### src/rtl/seg_pkg.sv
// Shared definitions for the 7-segment scan controller.
//   scan_state_e : scan FSM states
//   SEG_OFF      : all segments dark (active-low)
//   SEG_HEX      : active-low {dp,g..a} codes for hex digits 0..F, dp always off
package seg_pkg;

  typedef enum logic [1:0] {
    IDLE  = 2'd0,
    SCAN  = 2'd1,
    GUARD = 2'd2
  } scan_state_e;

  localparam logic [7:0] SEG_OFF = 8'hFF;

  // Entry [n] holds the code for hex digit n (listed F down to 0).
  localparam logic [15:0][7:0] SEG_HEX = {
    8'h8E, 8'h86, 8'hA1, 8'hC6, 8'h83, 8'h88, 8'h90, 8'h80,
    8'hD8, 8'h82, 8'h92, 8'h99, 8'hB0, 8'hA4, 8'hF9, 8'hC0
  };

endpackage

### src/rtl/seg7_hex_decode.sv
// Combinational hex nibble to active-low 7-segment code.
//   nibble   in  4  hex value 0..F
//   seg_code out 8  active-low {dp,g..a}, dp always 1
module seg7_hex_decode
  import seg_pkg::*;
(
  input  logic [3:0] nibble,
  output logic [7:0] seg_code
);

  always_comb begin
    seg_code = SEG_HEX[nibble];
  end

endmodule

### src/rtl/seg_scan_ctrl.sv
// Time-multiplexed scan controller for a common-anode 7-segment bank.
// One shared decoder is swept across NUM_DIGITS digits with an all-off guard
// gap between slots. Display data is double-buffered and only swapped at a
// frame boundary so a frame never mixes old and new digits.
//   CLK        in   system clock
//   Reset      in   asynchronous active-high reset
//   enable     in   1 = scan, 0 = dark
//   load       in   strobe: capture data_in/blank_in into the pending buffer
//   data_in    in   4*NUM_DIGITS hex nibbles, nibble k -> digit k (0 = rightmost)
//   blank_in   in   NUM_DIGITS, 1 = digit k stays dark
//   anode      out  active-low digit enables (registered)
//   seg        out  active-low {dp,g..a} (registered)
//   frame_done out  pulse in the cycle the digit index wraps to 0
module seg_scan_ctrl
  import seg_pkg::*;
#(
  parameter int unsigned NUM_DIGITS   = 4,
  parameter int unsigned REFRESH_DIV  = 100000,
  parameter int unsigned GUARD_CYCLES = 2
) (
  input  logic                      CLK,
  input  logic                      Reset,
  input  logic                      enable,
  input  logic                      load,
  input  logic [4*NUM_DIGITS-1:0]   data_in,
  input  logic [NUM_DIGITS-1:0]     blank_in,
  output logic [NUM_DIGITS-1:0]     anode,
  output logic [7:0]                seg,
  output logic                      frame_done
);

  localparam int unsigned IDX_W = (NUM_DIGITS > 1) ? $clog2(NUM_DIGITS) : 1;
  localparam int unsigned DIV_W = $clog2(REFRESH_DIV);
  localparam int unsigned GRD_W = (GUARD_CYCLES > 1) ? $clog2(GUARD_CYCLES) : 1;

  scan_state_e                    state_q, state_d;
  logic [IDX_W-1:0]               idx_q, idx_d;
  logic [DIV_W-1:0]               div_cnt_q, div_cnt_d;
  logic [GRD_W-1:0]               grd_cnt_q, grd_cnt_d;
  logic                           first_q, first_d;
  logic [NUM_DIGITS-1:0][3:0]     active_data_q, active_data_d;
  logic [NUM_DIGITS-1:0]          active_blank_q, active_blank_d;
  logic [NUM_DIGITS-1:0][3:0]     pend_data_q, pend_data_d;
  logic [NUM_DIGITS-1:0]          pend_blank_q, pend_blank_d;
  logic                           pend_valid_q, pend_valid_d;
  logic [NUM_DIGITS-1:0]          anode_q, anode_d;
  logic [7:0]                     seg_q, seg_d;
  logic                           wrap;
  logic [7:0]                     dec_code;

  seg7_hex_decode u_dec (
    .nibble   (active_data_q[idx_q]),
    .seg_code (dec_code)
  );

  always_comb begin
    state_d        = state_q;
    idx_d          = idx_q;
    div_cnt_d      = div_cnt_q;
    grd_cnt_d      = grd_cnt_q;
    first_d        = first_q;
    active_data_d  = active_data_q;
    active_blank_d = active_blank_q;
    pend_data_d    = pend_data_q;
    pend_blank_d   = pend_blank_q;
    pend_valid_d   = pend_valid_q;
    wrap           = 1'b0;

    unique case (state_q)
      IDLE: begin
        if (enable) begin
          state_d   = GUARD;
          idx_d     = '0;
          div_cnt_d = '0;
          grd_cnt_d = '0;
          first_d   = 1'b1;
        end
      end
      SCAN: begin
        if (div_cnt_q == DIV_W'(REFRESH_DIV - 1)) begin
          state_d   = GUARD;
          div_cnt_d = '0;
          grd_cnt_d = '0;
        end else begin
          div_cnt_d = div_cnt_q + DIV_W'(1);
        end
      end
      GUARD: begin
        if (grd_cnt_q == GRD_W'(GUARD_CYCLES - 1)) begin
          state_d   = SCAN;
          grd_cnt_d = '0;
          first_d   = 1'b0;
          // The guard entered from IDLE holds idx at 0, so leaving it is a
          // frame start just like a normal wrap from the last digit.
          if (first_q || idx_q == IDX_W'(NUM_DIGITS - 1)) begin
            idx_d = '0;
            wrap  = 1'b1;
          end else begin
            idx_d = idx_q + IDX_W'(1);
          end
        end else begin
          grd_cnt_d = grd_cnt_q + GRD_W'(1);
        end
      end
      default: state_d = IDLE;
    endcase

    if (!enable) begin
      state_d   = IDLE;
      idx_d     = '0;
      div_cnt_d = '0;
      grd_cnt_d = '0;
      first_d   = 1'b0;
      wrap      = 1'b0;
    end

    // A load coinciding with the commit goes straight to the active buffer.
    if (wrap && load) begin
      active_data_d  = data_in;
      active_blank_d = blank_in;
      pend_valid_d   = 1'b0;
    end else if (wrap && pend_valid_q) begin
      active_data_d  = pend_data_q;
      active_blank_d = pend_blank_q;
      pend_valid_d   = 1'b0;
    end else if (load) begin
      pend_data_d    = data_in;
      pend_blank_d   = blank_in;
      pend_valid_d   = 1'b1;
    end

    anode_d = '1;
    seg_d   = SEG_OFF;
    if (enable && state_q == SCAN && !active_blank_q[idx_q]) begin
      anode_d[idx_q] = 1'b0;
      seg_d          = dec_code;
    end
  end

  always_ff @(posedge CLK or posedge Reset) begin
    if (Reset) begin
      state_q        <= IDLE;
      idx_q          <= '0;
      div_cnt_q      <= '0;
      grd_cnt_q      <= '0;
      first_q        <= 1'b0;
      active_data_q  <= '0;
      active_blank_q <= '0;
      pend_data_q    <= '0;
      pend_blank_q   <= '0;
      pend_valid_q   <= 1'b0;
      anode_q        <= '1;
      seg_q          <= SEG_OFF;
    end else begin
      state_q        <= state_d;
      idx_q          <= idx_d;
      div_cnt_q      <= div_cnt_d;
      grd_cnt_q      <= grd_cnt_d;
      first_q        <= first_d;
      active_data_q  <= active_data_d;
      active_blank_q <= active_blank_d;
      pend_data_q    <= pend_data_d;
      pend_blank_q   <= pend_blank_d;
      pend_valid_q   <= pend_valid_d;
      anode_q        <= anode_d;
      seg_q          <= seg_d;
    end
  end

  assign anode      = anode_q;
  assign seg        = seg_q;
  assign frame_done = wrap;

endmodule

### config.mk
export PLATFORM = sky130hd
export DESIGN_NAME = seg_scan_ctrl
export DESIGN_NICKNAME = d
export VERILOG_FILES = /design/src/rtl/seg_pkg.sv /design/src/rtl/seg7_hex_decode.sv /design/src/rtl/seg_scan_ctrl.sv
export SDC_FILE = /design/constraint.sdc
export NUM_CORES = 1
export LEC_CHECK = 0
export BUFFER_PORTS_ARGS = -buffer_cell sky130_fd_sc_hd__buf_2
export CAP_MARGIN = 20
export CORE_MARGIN = 5
export CORE_UTILIZATION = 35
export DETAILED_ROUTE_END_ITERATION = 10
export HOLD_SLACK_MARGIN = 0.02
export PLACE_DENSITY = 0.62
export SYNTH_ARGS = -nofsm -noshare
export SYNTH_HDL_FRONTEND = slang
export SYNTH_HIERARCHICAL = 1
export SYNTH_SLANG_ARGS = --single-unit
### constraint.sdc
create_clock -name CLK -period 2.5 [get_ports CLK]
set_input_delay 0.125 -clock CLK [delete_from_list [all_inputs] [get_ports CLK]]
set_output_delay 0.125 -clock CLK [all_outputs]
set_load 0.005 [all_outputs]
==> metrics, run 1 <==
outcome=completed; H-tree levels=3; largest net degree at the start of global routing=32; gate count of the mapped netlist=357; Max-cap violations=0; Peak Freq=0.437 GHz; CTS clk-pin slew, worst paths=0.06 ns; normalized max-slew margin=0.564; ys flop type=dfrtp_1; Final Max Slew Viols=0; reg-to-reg critical path startpoint=idx_q[0]$_DFFE_PP0P_; Worst setup SP type=flop; CTS tree=yes; setup TNS=0 ns; vias in the first global route=2695; setup ws final=0.210 ns; Syn. warnings=6; Synth Register Bits=76; fraction of registers with async set/reset=1.00; first-pass GRT wire length=13600 µm; synthesized area per cell=11.0 µm²; cell area power density=725 mW/mm²; final instance area=0.00448 mm²; Starting Density=0.359; final hold viol count=0; # DRC=0; clk_lat worst skew=0.34 ns; Crit. Startpoint=idx_q[0]$_DFFE_PP0P_; Reg2Reg Depth=7; fillers=1067; post-synthesis sequential area ratio=0.488; Final Routed Wirelength=7900 µm; EDFF count, synth=0; post-route clock period utilization=0.916; width of the die=116 µm; Comb pwr share=0.161; placed cell area=0.00417 mm²; Clk pwr share=0.394; GPL Wtd Cong=0.826; fraction of layout cells with a size suffix above 1=0.286; clock skew=0.00621 ns; Inst Count DP=517; row cnt=38; P_int=2420 µW; crit-path max FO=7; Clock Path Buffers=2; Initial DRC Count=150; vias per cell=5.06; synthesis-to-finish area growth=14.1%; Post-DP HPWL=5640 µm; maximum VDD drop=0.446 mV; min Tclk post-route=2.29 ns; IO Pins=37; drt wl/cell=14.8 µm; Clock Tree Root=clkbuf_16; post-CTS setup buffer count=0; Ant. Diodes=0; Pleak=0.00194 µW; CTS Sinks=76; antenna-violating nets left=0; register share of total power=0.446; worst slack at placement=0.197 ns; First-pass DRT Iterations=4; Overall Global Routing Usage=0.130; FF-to-FF End=seg[1]$_DFF_PP1_; Psw=836 µW; pin slew with the least headroom to its limit=0.653 ns; total gr overflow=0; initial antenna violation count=0; Net Sw Frac=0.257; post-synthesis net count=392; CP endpoint kind=flop; R2R setup slack=0.21 ns; Crit Path Category=flop to flop; die height=116 µm; vias=2708; worst path arrival time=2.55 ns; Final setup violation count=0; final std cells w/o fill=535; Critical Path Sink=seg[1]$_DFF_PP1_; area of the core=0.0109 mm²; final net count=425; TritonCTS Buffers=9; IO Port Bufs=36; die area=0.0134 mm²; Syn Std Cell Area=0.00393 mm²; Netlist cell types=59; Crit path required time=2.76 ns; Hold Path Class=input pin to flop; unrepaired setup endpoints after global routing=no
Yosys cell counts (2+ instances only):
cell | instances | area share
nor2_2 | 2 | 0.0032
buf_12 | 2 | 0.010
inv_1 | 9 | 0.0086
nand3_1 | 12 | 0.015
o21ai_0 | 21 | 0.027
a22oi_1 | 20 | 0.038
and2_1 | 4 | 0.0064
o21ai_2 | 2 | 0.0045
xor2_1 | 3 | 0.0067
nor2b_1 | 5 | 0.0080
nand4_1 | 4 | 0.0064
or3_1 | 10 | 0.016
ha_1 | 11 | 0.035
mux2i_1 | 2 | 0.0051
mux4_2 | 5 | 0.029
buf_6 | 6 | 0.017
a21oi_1 | 5 | 0.0064
o21ai_1 | 14 | 0.018
buf_2 | 6 | 0.0076
xnor2_1 | 3 | 0.0067
dfrtp_1 | 64 | 0.41
a21boi_0 | 2 | 0.0038
o21a_1 | 2 | 0.0038
and3_2 | 2 | 0.0038
nor2_1 | 20 | 0.019
or2_2 | 2 | 0.0032
nand2_1 | 44 | 0.042
clkbuf_1 | 6 | 0.0057
mux2_4 | 21 | 0.080
dfstp_2 | 12 | 0.080
nand2b_4 | 2 | 0.0070
a31oi_1 | 3 | 0.0048
and3_1 | 5 | 0.0080
routing by layer:
metal | vias to the layer above | track usage | share of wire
met1 | 1326 | 0.180 | 0.50
met5 | - | 0 | 0
met3 | 10 | 0.0366 | 0.040
li1 | 1328 | - | -
met2 | 44 | 0.196 | 0.45
met4 | 0 | 0.0487 | 0.017
power groups by stage:
stage	combinational [µW]	sequential [µW]	clock, µW
floorplan	445	1430	0
global placement	508	1470	0
detailed placement	524	1470	0
CTS	527	1450	1320
global route	593	1470	1370
finish	522	1450	1280
stage by stage:
| step | total power (µW) | hold WS, ns | util |
|---|---|---|---|
| after floorplan | 1880 | 0.270 | - |
| after global placement | 1980 | 0.246 | 0.381 |
| after detailed placement | 2000 | 0.248 | 0.381 |
| after CTS | 3300 | 0.0200 | 0.410 |
| after global routing | 3430 | 0.0244 | 0.410 |
| final | 3250 | 0.0322 | 0.410 |
cells in the final DEF (no fill, tap or decap), drive strengths merged, types with 7 or more instances in the layout:
| cell type | n |
|---|---|
| nor2 | 22 |
| a22oi | 20 |
| buf | 41 |
| dfrtp | 64 |
| inv | 10 |
| o21ai | 38 |
| or3 | 12 |
| mux2 | 21 |
| nand3 | 13 |
| ha | 11 |
| nand2 | 46 |
| and3 | 7 |
| clkbuf | 12 |
| dfstp | 12 |
state kept, by name, indices dropped and copies added, names as in the netlist, 2 cells and up:
signal,flops
active_blank_q,4
active_data_q,16
anode,4
div_cnt_q,17
idx_q,2
pend_blank_q,4
pend_data_q,16
seg,8
state_q,2
worst max-delay path, stage by stage (launching register included):
cell and delay (ns):
dfrtp_1 0.48, mux4_2 0.63, inv_1 0.15, ha_1 0.27, nand2b_4 0.09, o21ai_2 0.05, a32o_1 0.19, or3_1 0.36
logic make-up after synthesis:
kind of cell               after synthesis  share of synthesized area
buffers and inverters                   31                     0.0528
and+or+nand+nor                        125                      0.167
DFF                                     76                      0.488
other                                    1                   0.000954
AOI/OAI and AO/OA                       79                      0.129
xor gates and xnor gates                 6                     0.0134
muxes                                   28                      0.114
adders and majority gates               11                     0.0350
how the worst min path moves through the flow:
| stage | end | start | depth (start not counted) | slack (ns) |
|---|---|---|---|---|
| after floorplan | active_blank_q[0]$_DFFE_PP0P_ | blank_in[0] | 2 | 0.27 |
| after global placement | pend_blank_q[3]$_DFFE_PP0P_ | Reset | 2 | 0.25 |
| after detailed placement | pend_blank_q[3]$_DFFE_PP0P_ | Reset | 2 | 0.25 |
| after CTS | pend_data_q[2]$_DFFE_PP0P_ | data_in[2] | 2 | 0.02 |
| after global routing | pend_data_q[2]$_DFFE_PP0P_ | data_in[2] | 2 | 0.02 |
| final | pend_data_q[11]$_DFFE_PP0P_ | data_in[11] | 2 | 0.03 |
timing repair:
item                      in CTS  in global routing
hold endpoints to repair      19                  0
hold buffers                   2                  0
resized for setup              0                  0
cell type report:
class                   instances  area, µm²  share of cell area
inverters                      10       40.0             0.00893
clock inverters                 4       48.8              0.0109
flip-flops and latches         76       1920               0.428
well taps                     140        175              0.0391
multi-input cells             250       1810               0.403
repair buffers                 43        250              0.0558
clock buffers                  12        246              0.0550
(Power assumes the default switching activity.)
==> run 2: changes to the inputs <==
- CORE_UTILIZATION: 35 -> 30
- PLACE_DENSITY: 0.62 -> 0.56
==> run 2 against run 1 <==
Final cell count up 5.6%. Flip-flop and latch count unchanged. Critical endpoint is now frame_done. Critical path depth unchanged. Clock-buffer cell count down 3. First-iteration DRC count up 11%. Sequential share of layout area down 0.48 points. Die area up 15%. Worst hold slack better by 0.013 ns. Combinational power about the same. Core utilization down 5.4 points. Non-clock buffer count down 2.
==> metrics, run 2 (same netlist as run 1, synthesis figures left out) <==
outcome=completed (unchanged); Biggest register=div_cnt_q (unchanged); width of the die=124 µm (was 116 µm); Max-cap violations=0 (unchanged); CTS clk-pin slew, worst paths=0.06 ns (about the same); WL met2=3310 µm (was 3520 µm); most frequent cells in the layout=64 x dfrtp_1, 44 x nand2_1, 36 x buf_2 (unchanged); unrepaired setup endpoints after global routing=no (unchanged); Peak Freq=0.433 GHz (was 0.437 GHz); first-pass GRT wire length=14000 µm (was 13600 µm); fraction of layout cells with a size suffix above 1=0.290 (was 0.286); Comb pwr share=0.155 (was 0.161); Post-DP HPWL=5510 µm (was 5640 µm); First-pass DRT Iterations=4 (unchanged); Clk pwr share=0.416 (was 0.394); Crit path required time=2.38 ns (was 2.76 ns); Fin Hold WS=0.0452 ns (was 0.0322 ns); cell area power density=742 mW/mm² (was 725 mW/mm²); Overall Global Routing Usage=0.107 (was 0.130); vias in the first global route=2816 (was 2695); worst path arrival time=2.18 ns (was 2.55 ns); Net Sw Frac=0.259 (was 0.257); Final setup violation count=0 (unchanged); normalized max-slew margin=0.648 (was 0.564); leading cell type in the layout, fill and taps excluded=dfrtp_1 (unchanged); Hold Path End=pend_data_q[1]$_DFFE_PP0P_ (was pend_data_q[11]$_DFFE_PP0P_); largest net degree at the start of global routing=77 (was 32); min Tclk post-route=2.31 ns (was 2.29 ns); vias=2661 (was 2708); area of the core=0.0127 mm² (was 0.0109 mm²); Final Max Slew Viols=0 (unchanged); setup TNS=0 ns (unchanged); P_int=2490 µW (was 2420 µW); GPL Wtd Cong=0.798 (was 0.826); Starting Density=0.309 (was 0.359); initial antenna violation count=0 (unchanged); Psw=872 µW (was 836 µW); final hold viol count=0 (unchanged); Initial DRC Count=166 (was 150); Ant. Diodes=0 (unchanged); reg-to-reg critical path startpoint=idx_q[0]$_DFFE_PP0P_ (unchanged); vias per cell=4.71 (was 5.06); Final Routed Wirelength=7820 µm (was 7900 µm); # DRC=0 (unchanged); R2R setup slack=0.19 ns (was 0.21 ns); Hold Path Class=input pin to flop (unchanged); Clock Path Buffers=2 (unchanged); final net count=423 (was 425); met1 wire length=4250 µm (was 3920 µm); met3 wire len=193 µm (was 316 µm); clock skew=0.00451 ns (was 0.00621 ns); clk_lat worst skew=0.33 ns (was 0.34 ns); Clock Tree Root=clkbuf_16 (unchanged); fillers=1324 (was 1067); Largest regs=div_cnt_q (17), active_data_q (16), pend_data_q (16) (unchanged); row cnt=41 (was 38); register share of total power=0.429 (was 0.446); crit-path max FO=21 (was 7); Pleak=0.00194 µW (about the same); pin slew with the least headroom to its limit=0.527 ns (was 0.653 ns); Largest register FFs=17 (unchanged); Top Metal Used=met4 (unchanged); hold path start=data_in[1] (was data_in[11]); H-tree levels=3 (unchanged); die area=0.0155 mm² (was 0.0134 mm²); die height=124 µm (was 116 µm); IO Pins=37 (unchanged); drt wl/cell=13.8 µm (was 14.8 µm); total gr overflow=0 (unchanged); Worst Hold Depth=2 (unchanged); post-route clock period utilization=0.923 (was 0.916); CTS Sinks=76 (unchanged); FF-to-FF End=seg[1]$_DFF_PP1_ (unchanged); maximum VDD drop=0.432 mV (was 0.446 mV); antenna-violating nets left=0 (unchanged); Reg2Reg Depth=7 (unchanged); IO Port Bufs=36 (unchanged); Crit Path Category=flop to output port (was flop to flop); TritonCTS Buffers=9 (unchanged); Worst setup SP type=flop (unchanged); CP endpoint kind=output port (was flop); CTS tree=yes (unchanged); synthesis-to-finish area growth=15.4% (was 14.1%)
## run 2: routing by layer
metal | vias to the layer above | track usage
li1 | 1328 | -
met3 | 5 | 0.0193
met1 | 1287 | 0.160
met5 | - | 0
met4 | 0 | 0.0426
met2 | 41 | 0.153
## run 2: layout make-up
type	count	area (µm²)	area share
clock inverter	7	98.8	0.0218
sequential	76	1920	0.423
inverter	10	40.0	0.00883
timing repair buffer	41	233	0.0513
multi-input combinational	250	1810	0.398
tap	172	215	0.0475
clock buffer	9	225	0.0497
## run 2: power by group through the flow
stage | combinational [µW] | sequential, µW | clock (µW)
floorplan | 445 | 1430 | 0
CTS | 528 | 1450 | 1440
global route | 591 | 1460 | 1490
finish | 521 | 1450 | 1400
detailed placement | 526 | 1470 | 0
global placement | 508 | 1460 | 0
## run 2: critical path, cell delays in order, from the launching register on
cell	delay, ns
dfrtp_1	0.48
buf_4	0.22
ha_1	0.23
nor2_1	0.07
or3_4	0.40
buf_4	0.22
inv_4	0.12
buf_2	0.12
## run 2: timing repair
| item | in CTS | in global routing |
|---|---|---|
| hold buffers | 1 | 0 |
| resized for setup | 0 | 0 |
| endpoints found under the setup margin | 0 | 0 |
| hold endpoints to repair | 64 | 0 |
| setup buffers | 0 | 0 |
## run 2: worst max path at each step
stage / startpoint / endpoint / slack, ns / cells past startpoint
floorplan: idx_q[0]$_DFFE_PP0P_ / seg[1]$_DFF_PP1_ / 0.22 / 8
global placement: idx_q[0]$_DFFE_PP0P_ / seg[1]$_DFF_PP1_ / 0.26 / 7
detailed placement: idx_q[0]$_DFFE_PP0P_ / seg[1]$_DFF_PP1_ / 0.17 / 7
CTS: idx_q[0]$_DFFE_PP0P_ / frame_done / 0.14 / 7
global route: idx_q[0]$_DFFE_PP0P_ / frame_done / 0.03 / 7
finish: idx_q[0]$_DFFE_PP0P_ / frame_done / 0.19 / 7
## run 2: metrics by stage
stage          instance area, µm²  setup WS (ns)  power, µW   util  std cells
2_1_floorplan                3930          0.218       1880      -        357
3_3_place_gp                 4190          0.256       1970  0.330        547
3_5_place_dp                 4190          0.173       1990  0.330        547
4_1_cts                      4530          0.140       3410  0.356        564
5_1_grt                      4530         0.0250       3540  0.356        565
6_report                     4530          0.191       3370  0.356        565
==> run 3: changes to the inputs <==
- CORE_MARGIN: 5 -> unset
- CTS_BUF_LIST: unset -> sky130_fd_sc_hd__clkbuf_4
==> run 3 against run 2 <==
Clock skew up 0.016 ns. Critical path depth unchanged. Worst hold slack better by 0.12 ns. Combinational power up 5.0%. Clock power down 54%. Sequential share of layout area down 0.13 points. Sequential power about the same. Final area up 0.44%. Register-to-register slack about the same. Flip-flop and latch count unchanged. Critical path type unchanged. Highest routed layer unchanged.
==> metrics, run 3 (same netlist as run 1, synthesis figures left out) <==
CTS Sinks=76 (unchanged); Largest register FFs=17 (unchanged); Comb pwr share=0.207 (was 0.155); clk_lat worst skew=0.43 ns (was 0.33 ns); Clock Tree Root=clkbuf_4 (was clkbuf_16); Clk pwr share=0.244 (was 0.416); Clock Path Buffers=2 (unchanged); final net count=446 (was 423); synthesis-to-finish area growth=15.9% (was 15.4%); # DRC=0 (unchanged); normalized max-slew margin=0.653 (was 0.648); area of the core=0.0127 mm² (about the same); outcome=completed (unchanged); CP endpoint kind=output port (unchanged); H-tree levels=3 (unchanged); crit-path max FO=21 (unchanged); Worst setup SP type=flop (unchanged); GPL Wtd Cong=0.759 (was 0.798); most frequent cells in the layout=62 x dfrtp_1, 44 x nand2_1, 36 x buf_2 (was 64 x dfrtp_1, 44 x nand2_1, 36 x buf_2); leading cell type in the layout, fill and taps excluded=dfrtp_1 (unchanged); final core utilization=0.359 (was 0.356); Final setup violation count=0 (unchanged); Overall Global Routing Usage=0.132 (was 0.107); First-pass DRT Iterations=4 (unchanged); initial antenna violation count=0 (unchanged); CTS clk-pin slew, worst paths=0.13 ns (was 0.06 ns); Crit Path Category=flop to output port (unchanged); cell area power density=580 mW/mm² (was 742 mW/mm²); CTS tree=yes (unchanged); vias in the first global route=2716 (was 2816); P_int=1830 µW (was 2490 µW); TritonCTS Buffers=9 (unchanged); fillers=1248 (was 1324); setup TNS=0 ns (unchanged); row cnt=41 (unchanged); worst path arrival time=2.21 ns (was 2.18 ns); Starting Density=0.310 (was 0.309); fraction of layout cells with a size suffix above 1=0.279 (was 0.290); total gr overflow=0 (unchanged); Largest regs=div_cnt_q (17), active_data_q (16), pend_data_q (16) (unchanged); Final Routed Wirelength=7950 µm (was 7820 µm); Net Sw Frac=0.305 (was 0.259); unrepaired setup endpoints after global routing=no (unchanged); die height=116 µm (was 124 µm); Biggest register=div_cnt_q (unchanged); vias=2785 (was 2661); Hold Path Class=input pin to async pin (was input pin to flop); die area=0.0136 mm² (was 0.0155 mm²); IO Pins=37 (unchanged); maximum VDD drop=0.171 mV (was 0.432 mV); pin slew with the least headroom to its limit=0.521 ns (was 0.527 ns); largest net degree at the start of global routing=65 (was 77); Post-DP HPWL=5540 µm (was 5510 µm); drt wl/cell=13.5 µm (was 13.8 µm); clock skew=0.0204 ns (was 0.00451 ns); first-pass GRT wire length=13700 µm (was 14000 µm); min Tclk post-route=2.33 ns (was 2.31 ns); width of the die=116 µm (was 124 µm); antenna-violating nets left=0 (unchanged); final hold viol count=0 (unchanged); register share of total power=0.549 (was 0.429); Initial DRC Count=155 (was 166); IO Port Bufs=36 (unchanged); Max-cap violations=0 (unchanged); post-route clock period utilization=0.932 (was 0.923); Psw=805 µW (was 872 µW); Crit path required time=2.38 ns (about the same); Final Max Slew Viols=0 (unchanged); vias per cell=4.73 (was 4.71); Pleak=0.00194 µW (about the same); Peak Freq=0.429 GHz (was 0.433 GHz)
run 3: through the flow:
step           power, µW  hold WS, ns  instance area, µm²  setup slack [ns]  std cells
2_1_floorplan       1880        0.270                3930             0.218        357
3_3_place_gp        1980       0.0977                4190             0.256        547
3_5_place_dp        2000       0.0939                4200             0.198        548
4_1_cts             2680        0.148                4530           0.00651        586
5_1_grt             2810        0.163                4550            0.0142        588
6_report            2640        0.165                4550             0.169        589
run 3: worst paths after layout:
check,slack [ns],depth (start not counted),endpoint,start
setup / recovery,0.17,7,frame_done,idx_q[0]$_DFFE_PP0P_
max in group asynchronous,1.65,4,anode[0]$_DFF_PP1_,Reset
setup reg to reg,0.19,8,seg[1]$_DFF_PP1_,idx_q[0]$_DFFE_PP0P_
hold reg to reg,0.50,2,active_data_q[0]$_DFFE_PP0P_,active_data_q[0]$_DFFE_PP0P_
min in group CLK,0.18,2,active_blank_q[2]$_DFFE_PP0P_,load
hold / removal,0.16,3,pend_blank_q[2]$_DFFE_PP0P_,Reset
run 3: final cells by class:
type | count | area (µm²) | area share
clock inverter | 7 | 42.5 | 0.00934
sequential | 76 | 1920 | 0.421
tap | 172 | 215 | 0.0473
multi-input combinational | 250 | 1810 | 0.396
clock buffer | 9 | 67.6 | 0.0148
timing repair buffer | 64 | 462 | 0.101
inverter | 10 | 40.0 | 0.00879
antenna | 1 | 2.50 | 0.000549
run 3: routing by layer:
metal	vias to the layer above	wire length, µm	track usage	share of wire
met5	-	0	0	0
met4	0	131	0.0590	0.016
met3	12	287	0.0270	0.036
met2	58	3470	0.196	0.44
met1	1338	4060	0.186	0.51
li1	1377	-	-	-
run 3: power by group through the flow:
| stage | clock (µW) | sequential (µW) | combinational (µW) |
|---|---|---|---|
| 3_3_place_gp | 0 | 1460 | 512 |
| 4_1_cts | 676 | 1450 | 552 |
| 2_1_floorplan | 0 | 1430 | 445 |
| 3_5_place_dp | 0 | 1470 | 526 |
| 5_1_grt | 729 | 1470 | 614 |
| 6_report | 644 | 1450 | 547 |
run 3: worst max-delay path: stages (launching register included):
cell and delay (ns):
dfrtp_2 0.44, buf_4 0.17, ha_1 0.21, nor2_1 0.07, or3_4 0.40, buf_4 0.22
inv_4 0.12, buf_2 0.12
run 3: timing repair:
| action | in CTS | in global routing |
|---|---|---|
| setup endpoints to repair | 0 | 1 |
| hold buffers | 22 | 0 |
| buffers inserted | 0 | 2 |
| endpoints found under the hold margin | 107 | 0 |
| gates resized for setup | 0 | 2 |
